==> src/rtl/jt9346_ctrl.sv <==
// jt9346_ctrl: host-side controller for 93C46/96C06-style serial EEPROMs.
// Turns one-word bus commands into start/opcode/address/data frames on
// sclk/scs/sdi, shifts READ data back in from sdo and polls ready/busy
// after write-type commands.
module jt9346_ctrl #(
  parameter int AW      = 6,
  parameter int DW      = 16,
  parameter int CLKDIV  = 4,
  parameter int TIMEOUT = 65535
) (
  input  logic          clk,
  input  logic          rst,
  input  logic [2:0]    cmd_op,
  input  logic [AW-1:0] cmd_addr,
  input  logic [DW-1:0] cmd_din,
  input  logic          cmd_start,
  output logic          cmd_busy,
  output logic          cmd_done,
  output logic          cmd_err,
  output logic [DW-1:0] cmd_dout,
  output logic          sclk,
  output logic          scs,
  output logic          sdi,
  input  logic          sdo
);

  localparam int FW   = 3 + AW + DW;
  localparam int DIVW = $clog2(CLKDIV);
  localparam int BCW  = $clog2(FW + 1);
  localparam int PMAX = (TIMEOUT > 3) ? TIMEOUT : 3;
  localparam int PCW  = $clog2(PMAX + 1);

  localparam logic [2:0] OP_READ  = 3'd0;
  localparam logic [2:0] OP_WRITE = 3'd1;
  localparam logic [2:0] OP_ERASE = 3'd2;
  localparam logic [2:0] OP_EWEN  = 3'd3;
  localparam logic [2:0] OP_EWDS  = 3'd4;
  localparam logic [2:0] OP_ERAL  = 3'd5;
  localparam logic [2:0] OP_WRAL  = 3'd6;
  localparam logic [2:0] OP_RSVD  = 3'd7;

  localparam logic [DIVW-1:0] DIV_LAST  = DIVW'(CLKDIV - 1);
  localparam logic [BCW-1:0]  HDR_BITS  = BCW'(3 + AW);
  localparam logic [BCW-1:0]  ALL_BITS  = BCW'(FW);
  localparam logic [BCW-1:0]  RD_LAST   = BCW'(DW - 1);
  localparam logic [PCW-1:0]  POLL_MAX  = PCW'(TIMEOUT);
  localparam logic [PCW-1:0]  POLL_SKIP = PCW'(2);

  typedef enum logic [2:0] {
    IDLE, SHIFT, RDATA, GAP, POLL, FINISH
  } state_t;

  state_t          state, state_nx;
  logic [DIVW-1:0] div_cnt;
  logic [BCW-1:0]  bit_cnt;
  logic [BCW-1:0]  nbits;
  logic [PCW-1:0]  poll_cnt;
  logic [FW-1:0]   shreg;
  logic [2:0]      op_l;
  logic            err_l;

  logic [1:0]      opc;
  logic [AW-1:0]   addr_f;
  logic [DW-1:0]   data_f;
  logic [FW-1:0]   frame;
  logic            long_cmd;
  logic            accept;
  logic            div_end;
  logic            fall;
  logic            shift_last;
  logic            rd_last;
  logic            poll_ready;

  // Build the outgoing frame from the live command inputs, left-aligned with the start bit at the top
  always_comb begin
    opc      = 2'b00;
    addr_f   = cmd_addr;
    data_f   = '0;
    long_cmd = 1'b0;
    case (cmd_op)
      OP_READ:  opc = 2'b10;
      OP_WRITE: begin
        opc      = 2'b01;
        data_f   = cmd_din;
        long_cmd = 1'b1;
      end
      OP_ERASE: opc = 2'b11;
      OP_EWEN: begin
        addr_f = '0;
        addr_f[AW-1 -: 2] = 2'b11;
      end
      OP_EWDS: addr_f = '0;
      OP_ERAL: begin
        addr_f = '0;
        addr_f[AW-1 -: 2] = 2'b10;
      end
      OP_WRAL: begin
        addr_f = '0;
        addr_f[AW-1 -: 2] = 2'b01;
        data_f   = cmd_din;
        long_cmd = 1'b1;
      end
      default: ;
    endcase
    frame = {1'b1, opc, addr_f, data_f};
  end

  // Timing strobes shared by the state machine and the datapath
  always_comb begin
    accept     = (state == IDLE) && cmd_start && !cmd_busy;
    div_end    = (div_cnt == DIV_LAST);
    fall       = div_end && sclk;
    shift_last = fall && (bit_cnt == nbits - BCW'(1));
    rd_last    = fall && (bit_cnt == RD_LAST);
    poll_ready = (poll_cnt >= POLL_SKIP) && sdo;
  end

  // State register
  always_ff @(posedge clk or posedge rst) begin
    if (rst) state <= IDLE;
    else     state <= state_nx;
  end

  // Next-state logic: reads continue into RDATA, EWEN/EWDS need no ready poll
  always_comb begin
    state_nx = state;
    case (state)
      IDLE:   if (accept) state_nx = (cmd_op == OP_RSVD) ? FINISH : SHIFT;
      SHIFT: begin
        if (shift_last) begin
          if (op_l == OP_READ)                         state_nx = RDATA;
          else if (op_l == OP_EWEN || op_l == OP_EWDS) state_nx = FINISH;
          else                                         state_nx = GAP;
        end
      end
      RDATA:  if (rd_last) state_nx = FINISH;
      GAP:    if (div_end) state_nx = POLL;
      POLL:   if (poll_ready || poll_cnt == POLL_MAX) state_nx = FINISH;
      FINISH: state_nx = IDLE;
      default: state_nx = IDLE;
    endcase
  end

  // Datapath: sclk divider, frame shifter, read capture, poll counter and registered pins
  always_ff @(posedge clk or posedge rst) begin
    if (rst) begin
      div_cnt  <= '0;
      bit_cnt  <= '0;
      nbits    <= '0;
      poll_cnt <= '0;
      shreg    <= '0;
      op_l     <= '0;
      err_l    <= 1'b0;
      cmd_busy <= 1'b0;
      cmd_done <= 1'b0;
      cmd_err  <= 1'b0;
      cmd_dout <= '0;
      sclk     <= 1'b0;
      scs      <= 1'b0;
      sdi      <= 1'b0;
    end else begin
      cmd_done <= 1'b0;
      cmd_err  <= 1'b0;
      case (state)
        IDLE: begin
          div_cnt <= '0;
          bit_cnt <= '0;
          if (accept) begin
            op_l     <= cmd_op;
            err_l    <= (cmd_op == OP_RSVD);
            cmd_busy <= 1'b1;
            nbits    <= long_cmd ? ALL_BITS : HDR_BITS;
            if (cmd_op != OP_RSVD) begin
              scs   <= 1'b1;
              sdi   <= frame[FW-1];
              shreg <= frame << 1;
            end
          end
        end
        SHIFT, RDATA: begin
          if (div_end) begin
            div_cnt <= '0;
            sclk    <= ~sclk;
            if (sclk) begin
              if (state == SHIFT) begin
                if (shift_last) begin
                  bit_cnt <= '0;
                  sdi     <= 1'b0;
                  if (state_nx == GAP) scs <= 1'b0;
                end else begin
                  bit_cnt <= bit_cnt + BCW'(1);
                  sdi     <= shreg[FW-1];
                  shreg   <= shreg << 1;
                end
              end else begin
                shreg   <= {shreg[FW-2:0], sdo};
                bit_cnt <= rd_last ? '0 : bit_cnt + BCW'(1);
              end
            end
          end else begin
            div_cnt <= div_cnt + DIVW'(1);
          end
        end
        GAP: begin
          if (div_end) begin
            div_cnt  <= '0;
            scs      <= 1'b1;
            poll_cnt <= '0;
          end else begin
            div_cnt <= div_cnt + DIVW'(1);
          end
        end
        POLL: begin
          if (!poll_ready && poll_cnt == POLL_MAX) err_l <= 1'b1;
          if (poll_cnt != POLL_MAX) poll_cnt <= poll_cnt + PCW'(1);
        end
        FINISH: begin
          scs      <= 1'b0;
          sclk     <= 1'b0;
          sdi      <= 1'b0;
          cmd_busy <= 1'b0;
          cmd_done <= 1'b1;
          cmd_err  <= err_l;
          div_cnt  <= '0;
          bit_cnt  <= '0;
          if (op_l == OP_READ && !err_l) cmd_dout <= shreg[DW-1:0];
        end
        default: ;
      endcase
    end
  end

endmodule

==> config.mk <==
export PLATFORM = sky130hd
export DESIGN_NAME = jt9346_ctrl
export DESIGN_NICKNAME = d
export VERILOG_FILES = /design/src/rtl/jt9346_ctrl.sv
export SDC_FILE = /design/constraint.sdc
export NUM_CORES = 1
export LEC_CHECK = 0
export CORE_MARGIN = 1.5
export CORE_UTILIZATION = 55
export DETAILED_ROUTE_END_ITERATION = 12
export GPL_TIMING_DRIVEN = 1
export PLACE_DENSITY = 0.77
export SLEW_MARGIN = 5
export SYNTH_ARGS = -nofsm -noshare
export SYNTH_HDL_FRONTEND = slang
export SYNTH_SLANG_ARGS = --single-unit
==> constraint.sdc <==
create_clock -name clk -period 4.1 [get_ports clk]
set_clock_uncertainty 0.05 [all_clocks]
set_input_delay 1.025 -clock clk [delete_from_list [all_inputs] [get_ports clk]]
set_output_delay 1.025 -clock clk [all_outputs]
set_load 0.01 [all_outputs]
==> impl_metrics.env, run 1 <==
export IMPL_power_density_mw_per_mm2=548
export IMPL_grt_use_met2=0.344
export IMPL_cts_sinks=79
export IMPL_drt_initial_drc_count=193
export IMPL_ioPinCount=51
export IMPL_wl_mm=8.43
export IMPL_vias_per_cell=5.91
export IMPL_hold_viol=0
export IMPL_wire_per_inst_um=15.5
export IMPL_leakage_nw=2.09
export IMPL_path_class="in -> reg"
export IMPL_cp_data_required_time_ps=4240
export IMPL_grt_first_pass_wirelength_mm=13.5
export IMPL_worst_r2r_setup_slack_ps=1400
export IMPL_cap_violations=0
export IMPL_gr_total_overflow=0
export IMPL_cts_root_buf="clkbuf_8"
export IMPL_clock_latency_ps=360
export IMPL_vdd_drop_max_mv=0.302
export IMPL_netlist_area_mm2=0.00408
export IMPL_synth_distinct_cells=63
export IMPL_outcome="finished, final reports clean"
export IMPL_critical_path_top_delay_family="compound AO/OA/AOI/OAI gates"
export IMPL_drtAntennaViolNets=0
export IMPL_crit_slowest_cell="clkdlybuf4s50_1"
export IMPL_r2r_end="shreg[18]"
export IMPL_grt_setup_unrepaired="no"
export IMPL_endpoint="shreg[18]"
export IMPL_gr_usage_met3=0.0323
export IMPL_holdCritPathClass="reg -> reg"
export IMPL_crit_arrival_ps=3000
export IMPL_post_dp_hpwl_mm=5.79
export IMPL_port_buffers=50
export IMPL_crit_fanout=49
export IMPL_cts_hold_buf=0
export IMPL_core_area_mm2=0.00721
export IMPL_synthArstFlopShare=1.00
export IMPL_yosys_warnings=0
export IMPL_dieArea_mm2=0.00794
export IMPL_vias=3202
export IMPL_ff2ff_path_depth=5
export IMPL_drc=0
export IMPL_ctsResizeCount=0
export IMPL_synth_cells=396
export IMPL_grtUsageTotal=0.224
export IMPL_drtPass1Iterations=4
export IMPL_grt_pass1_vias=2892
export IMPL_finalMaxSlewViolations=0
export IMPL_path_cells="clkdlybuf4s50_1 -> nand3_1 -> a221o_1 -> o211ai_4 -> o21ai_0"
export IMPL_syn_num_nets=430
export IMPL_place_gp_congestion=0.835
export IMPL_grt_busiest_layer="met2"
export IMPL_cts_tree="done"
export IMPL_synth_edff_count=0
export IMPL_slowest_delay_ps=720
export IMPL_nNetsFinal=472
export IMPL_crit_start="cmd_op[2]"
export IMPL_path_depth=5
export IMPL_diodes=0
export IMPL_initial_core_util=0.565
export IMPL_fmax_ghz=0.349
export IMPL_crit_buf_inv=1
export IMPL_max_slew_margin_rel=0.290
export IMPL_min_period_ps=2870
export IMPL_grt_use_met1=0.318
export IMPL_placed_area_mm2=0.00459
export IMPL_grt_max_degree=50
export IMPL_synth_seq_cells=79
export IMPL_antenna_found_initial=0
export IMPL_fin_setup_tns_ps=0
export IMPL_h_tree_depth=3
export IMPL_syn_avg_cell_area_um2=10.3
export IMPL_start_kind="input pin"
export IMPL_final_area_mm2=0.00481
export IMPL_cts_inserted_buffers=9
export IMPL_chipWidth_um=89.1
export IMPL_area_growth_pct=18.0
export IMPL_postCtsSetupBuffers=0
export IMPL_fp_dieH_um=89.1
export IMPL_clkTransAtPathRegs_ps=80
export IMPL_crit_path_end_kind="flop"
export IMPL_fp_row_count=31
export IMPL_fin_crit_sh=0.699
export IMPL_worst_pin_slew_ps=1060
export IMPL_drive_gt1_frac=0.113
export IMPL_synth_seq_area_share=0.485
export IMPL_clock_path_buffers=2
export IMPL_ys_flop_type="dfrtp_1"
export IMPL_finalSetupViolCount=0
export IMPL_r2r_start="div_cnt[0]"
==> metal layers <==
layer	vias up	routed length [um]
met5	-	0
met2	109	3910
met4	0	159
met1	1550	3830
met3	18	525
li1	1525	-
==> how the worst min path moves through the flow <==
stage	endpoint	start	cells past startpoint
after floorplan	shreg[23]	shreg[23]	2
after global placement	shreg[17]	shreg[17]	2
after detailed placement	shreg[17]	shreg[17]	2
after CTS	shreg[17]	shreg[17]	2
after global routing	div_cnt[0]	div_cnt[0]	1
final	cmd_dout[6]	cmd_dout[6]	1
==> where the power goes <==
part | leakage, nW | internal (mW) | switching, mW
combinational | 0.928 | 0.349 | 0.495
sequential | 1.05 | 0.960 | 0.192
clock | 0.110 | 0.345 | 0.295
total | 2.09 | 1.65 | 0.982
==> worst register-to-register path: cells and delay by family (launching register included) <==
family,cells,cell delay [ps]
flip-flops,1,380
AND/OR/NAND/NOR,1,330
AO/OA/AOI/OAI,3,1410
adder cells (fa/ha/maj),1,370
==> synthesized netlist by cell type, types with 4 or more instances <==
| cell type | count | area [um2] |
|---|---|---|
| dfrtp_1 | 79 | 1980 |
| o21ai_0 | 24 | 120 |
| o21ai_1 | 11 | 55.1 |
| a21oi_1 | 16 | 80.1 |
| buf_2 | 13 | 65.1 |
| a22oi_1 | 21 | 158 |
| nand3_1 | 14 | 70.1 |
| nand2b_1 | 4 | 25.0 |
| buf_6 | 4 | 45.0 |
| nor4_1 | 5 | 31.3 |
| nor2_1 | 19 | 71.3 |
| nor2b_1 | 4 | 25.0 |
| mux2i_1 | 7 | 70.1 |
| and3_1 | 7 | 43.8 |
| nand4_1 | 6 | 37.5 |
| mux2_2 | 14 | 158 |
| mux2_1 | 5 | 56.3 |
| xnor2_1 | 10 | 87.6 |
| ha_1 | 5 | 62.6 |
| inv_1 | 7 | 26.3 |
| nand2_1 | 57 | 214 |
==> placed cells by master, fill, tap and decap left out, drive strengths merged, types with 3 or more instances in the layout <==
cell | netlist | routed
xnor2 | 10 | 10
clkdlybuf4s50 | 0 | 50
nand4 | 7 | 7
nor2b | 4 | 4
a21oi | 17 | 17
a211oi | 3 | 3
a221o | 3 | 3
nand2 | 57 | 57
xor2 | 3 | 3
nor3 | 3 | 3
dfrtp | 79 | 79
nor4 | 5 | 5
nand3b | 3 | 3
buf | 21 | 3
mux2 | 19 | 19
nor3b | 5 | 5
nand2b | 4 | 4
and4 | 3 | 3
clkbuf | 1 | 9
nand3 | 14 | 14
a22oi | 21 | 21
inv | 7 | 9
ha | 5 | 5
o21ai | 35 | 35
and3 | 7 | 7
nor2 | 21 | 21
mux2i | 7 | 7
==> per-stage QoR <==
step | utilization | cells | worst slack [ps] | power, mW | hold slack [ps]
6_report | 0.667 | 542 | 1230 | 2.64 | 443
5_1_grt | 0.667 | 542 | 1050 | 2.81 | 468
4_1_cts | 0.667 | 542 | 1210 | 2.64 | 446
3_5_place_dp | 0.637 | 526 | 844 | 2.01 | 428
3_3_place_gp | 0.637 | 526 | 954 | 1.97 | 413
2_1_floorplan | - | 396 | 1000 | 1.80 | 400
==> cells by family (layout without fill, tap and decap cells) <==
logic type	count (synthesis)	in the layout	synth area share
adders and majority gates	5	5	0.0153
muxes	26	26	0.0697
DFF	79	79	0.485
AOI/OAI and AO/OA	101	101	0.172
xor gates and xnor gates	14	14	0.0338
buffers and inverters	29	76	0.0408
and+or+nand+nor	142	142	0.184
==> sequential cells by signal (all words and copies together), names as in the netlist <==
register  count
poll_cnt     16
scs           1
sclk          1
cmd_err       1
cmd_busy      1
sdi           1
op_l          3
shreg        25
state         3
div_cnt       2
bit_cnt       5
cmd_dout     16
err_l         1
cmd_done      1
nbits         2
==> layout make-up <==
type	instances	area [um2]
Fill cell	588	2400
Sequential cell	79	1980
Timing Repair Buffer	53	523
Inverter	7	26.3
Multi-Input combinational cell	288	1940
Clock buffer	9	124
Tap cell	99	124
Clock inverter	7	95.1
Note: power is estimated with default switching activity, not from simulation.
==> run 2: changes to the inputs <==
- CORE_UTILIZATION: 55 -> 50
- PLACE_DENSITY: 0.77 -> 0.74
- clock period: 4.1 -> 2.4 ns (I/O delays scaled with it)
==> run 2 against run 1 <==
Clock-buffer cell count stayed put. Register-to-register slack worse by 1100 ps. Flip-flop and latch count stayed put. Via count is 0.34% higher. Global-route usage is 0.91 points lower. Sequential power is 71% higher. Total power is 70% higher. Critical path type is now reg -> reg.
==> impl_metrics.env, run 2 (synthesized netlist as in run 1, its figures left out) <==
export IMPL_cap_violations=0
export IMPL_drive_gt1_frac=0.140
export IMPL_drtPass1Iterations=4
export IMPL_fp_row_count=32
export IMPL_layout_common_cells="dfrtp_1 (79), nand2_1 (57), clkdlybuf4s50_1 (50), o21ai_0 (24), a22oi_1 (21)"
export IMPL_nNetsFinal=486
export IMPL_worst_slack_ps=302
export IMPL_p_int_mw=2.74
export IMPL_ioPinCount=51
export IMPL_finalSetupViolCount=0
export IMPL_place_gp_congestion=0.880
export IMPL_clkTransAtPathRegs_ps=90
export IMPL_area_growth_pct=20.6
export IMPL_swShare=0.389
export IMPL_placedCellCount=543
export IMPL_antenna_found_initial=0
export IMPL_crit_arrival_ps=2330
export IMPL_crit_fanout=16
export IMPL_drc=0
export IMPL_whs_ps=445
export IMPL_grt_pass1_vias=3039
export IMPL_hold_viol=0
export IMPL_cts_root_buf="clkbuf_8"
export IMPL_chipWidth_um=93.3
export IMPL_p_comb_frac=0.351
export IMPL_initial_core_util=0.522
export IMPL_holdCritPathClass="reg -> reg"
export IMPL_diodes=0
export IMPL_outcome="finished, final reports clean"
export IMPL_final_common_cell="dfrtp_1"
export IMPL_worst_pin_slew_ps=674
export IMPL_power_mw=4.48
export IMPL_gr_total_overflow=0
export IMPL_grt_first_pass_wirelength_mm=14.6
export IMPL_fillers=674
export IMPL_reg_top3="shreg (25), cmd_dout (16), poll_cnt (16)"
export IMPL_port_buffers=50
export IMPL_cts_hold_buf=0
export IMPL_postCtsSetupBuffers=0
export IMPL_final_area_mm2=0.00492
export IMPL_layout_cells_non_filler=559
export IMPL_vias=3213
export IMPL_post_dp_hpwl_mm=6.06
export IMPL_switchingPower_mw=1.74
export IMPL_dp_slack_ps=-40.1
export IMPL_largest_register="shreg"
export IMPL_min_period_ps=2100
export IMPL_finalMaxSlewViolations=0
export IMPL_regArea_mm2=0.00198
export IMPL_fp_dieH_um=93.3
export IMPL_fin_setup_tns_ps=0
export IMPL_core_area_mm2=0.00781
export IMPL_power_density_mw_per_mm2=912
export IMPL_cts_inserted_buffers=9
export IMPL_grtUsageTotal=0.214
export IMPL_vdd_drop_max_mv=0.484
export IMPL_multi_input_area_mm2=0.00194
export IMPL_grt_setup_unrepaired="no"
export IMPL_cts_tree="done"
export IMPL_drt_initial_drc_count=170
export IMPL_power_share_clock=0.210
export IMPL_crit_path_end_kind="flop"
export IMPL_fmax_ghz=0.477
export IMPL_cp_data_required_time_ps=2630
export IMPL_largest_register_ffs=25
export IMPL_wl_mm=8.59
export IMPL_h_tree_depth=3
export IMPL_max_slew_margin_rel=0.550
export IMPL_sequentialPowerShare=0.439
export IMPL_placed_area_mm2=0.00473
export IMPL_vias_per_cell=5.75
export IMPL_leakage_nw=2.15
export IMPL_cts_sinks=79
export IMPL_path_class="reg -> reg"
export IMPL_start_kind="flop"
export IMPL_drtAntennaViolNets=0
export IMPL_dieArea_mm2=0.00871
export IMPL_wire_per_inst_um=15.4
export IMPL_post_route_util=0.630
export IMPL_clock_latency_ps=360
export IMPL_grt_max_degree=80
export IMPL_clock_path_buffers=2
export IMPL_fin_crit_sh=0.874
export IMPL_ctsResizeCount=0
## run 2: cell types whose count changed in the layout (fill, tap and decap cells not counted)
cell | previous run | this run
inv_2 | 1 | 0
inv_6 | 2 | 3
inv_8 | 0 | 1
clkinv_4 | 0 | 1
clkinv_2 | 2 | 0
buf_12 | 0 | 2
clkinvlp_4 | 1 | 3
buf_4 | 3 | 15
bufinv_16 | 2 | 0
## run 2: critical path: stages, from the launching register on
cell      delay [ps]
dfrtp_1          680
nand2b_1         230
a21oi_2          150
nor2_2           570
a22oi_1          140
o21ai_0          190
## run 2: cell type report
class                           instances  share of cell area
Sequential cell                        79               0.402
Tap cell                              102              0.0260
Inverter                                7             0.00611
Clock inverter                          7              0.0125
Clock buffer                            9              0.0252
Timing Repair Buffer                   67               0.133
Multi-Input combinational cell        288               0.395
## run 2: power by group through the flow
stage / sequential [mW] / clock (mW) / combinational (mW)
CTS: 1.96 / 0.969 / 1.58
finish: 1.97 / 0.941 / 1.57
global placement: 1.98 / 0 / 1.52
global route: 2.02 / 1.03 / 1.77
floorplan: 1.88 / 0 / 1.19
detailed placement: 1.99 / 0 / 1.58
## run 2: metal layers
metal	track usage	vias up	part of all wire	wire length, um
met5	0	-	0	0
met4	0.0732	0	0.012	100
met3	0.0472	9	0.054	462
met2	0.329	102	0.46	3940
met1	0.300	1546	0.48	4090
li1	-	1556	-	-
## run 2: path summary, 6_finish.rpt
path / slack [ps] / from / cells after the start / endpoint
max in group asynchronous: 1320 / rst / 3 / sdi
min in group asynchronous: 630 / rst / 3 / shreg[19]
worst min register to register: 450 / shreg[17] / 2 / shreg[17]
worst min-delay path: 450 / shreg[17] / 2 / shreg[17]
worst max-delay path: 300 / state[0] / 5 / shreg[12]
worst max register to register: 300 / state[0] / 5 / shreg[12]
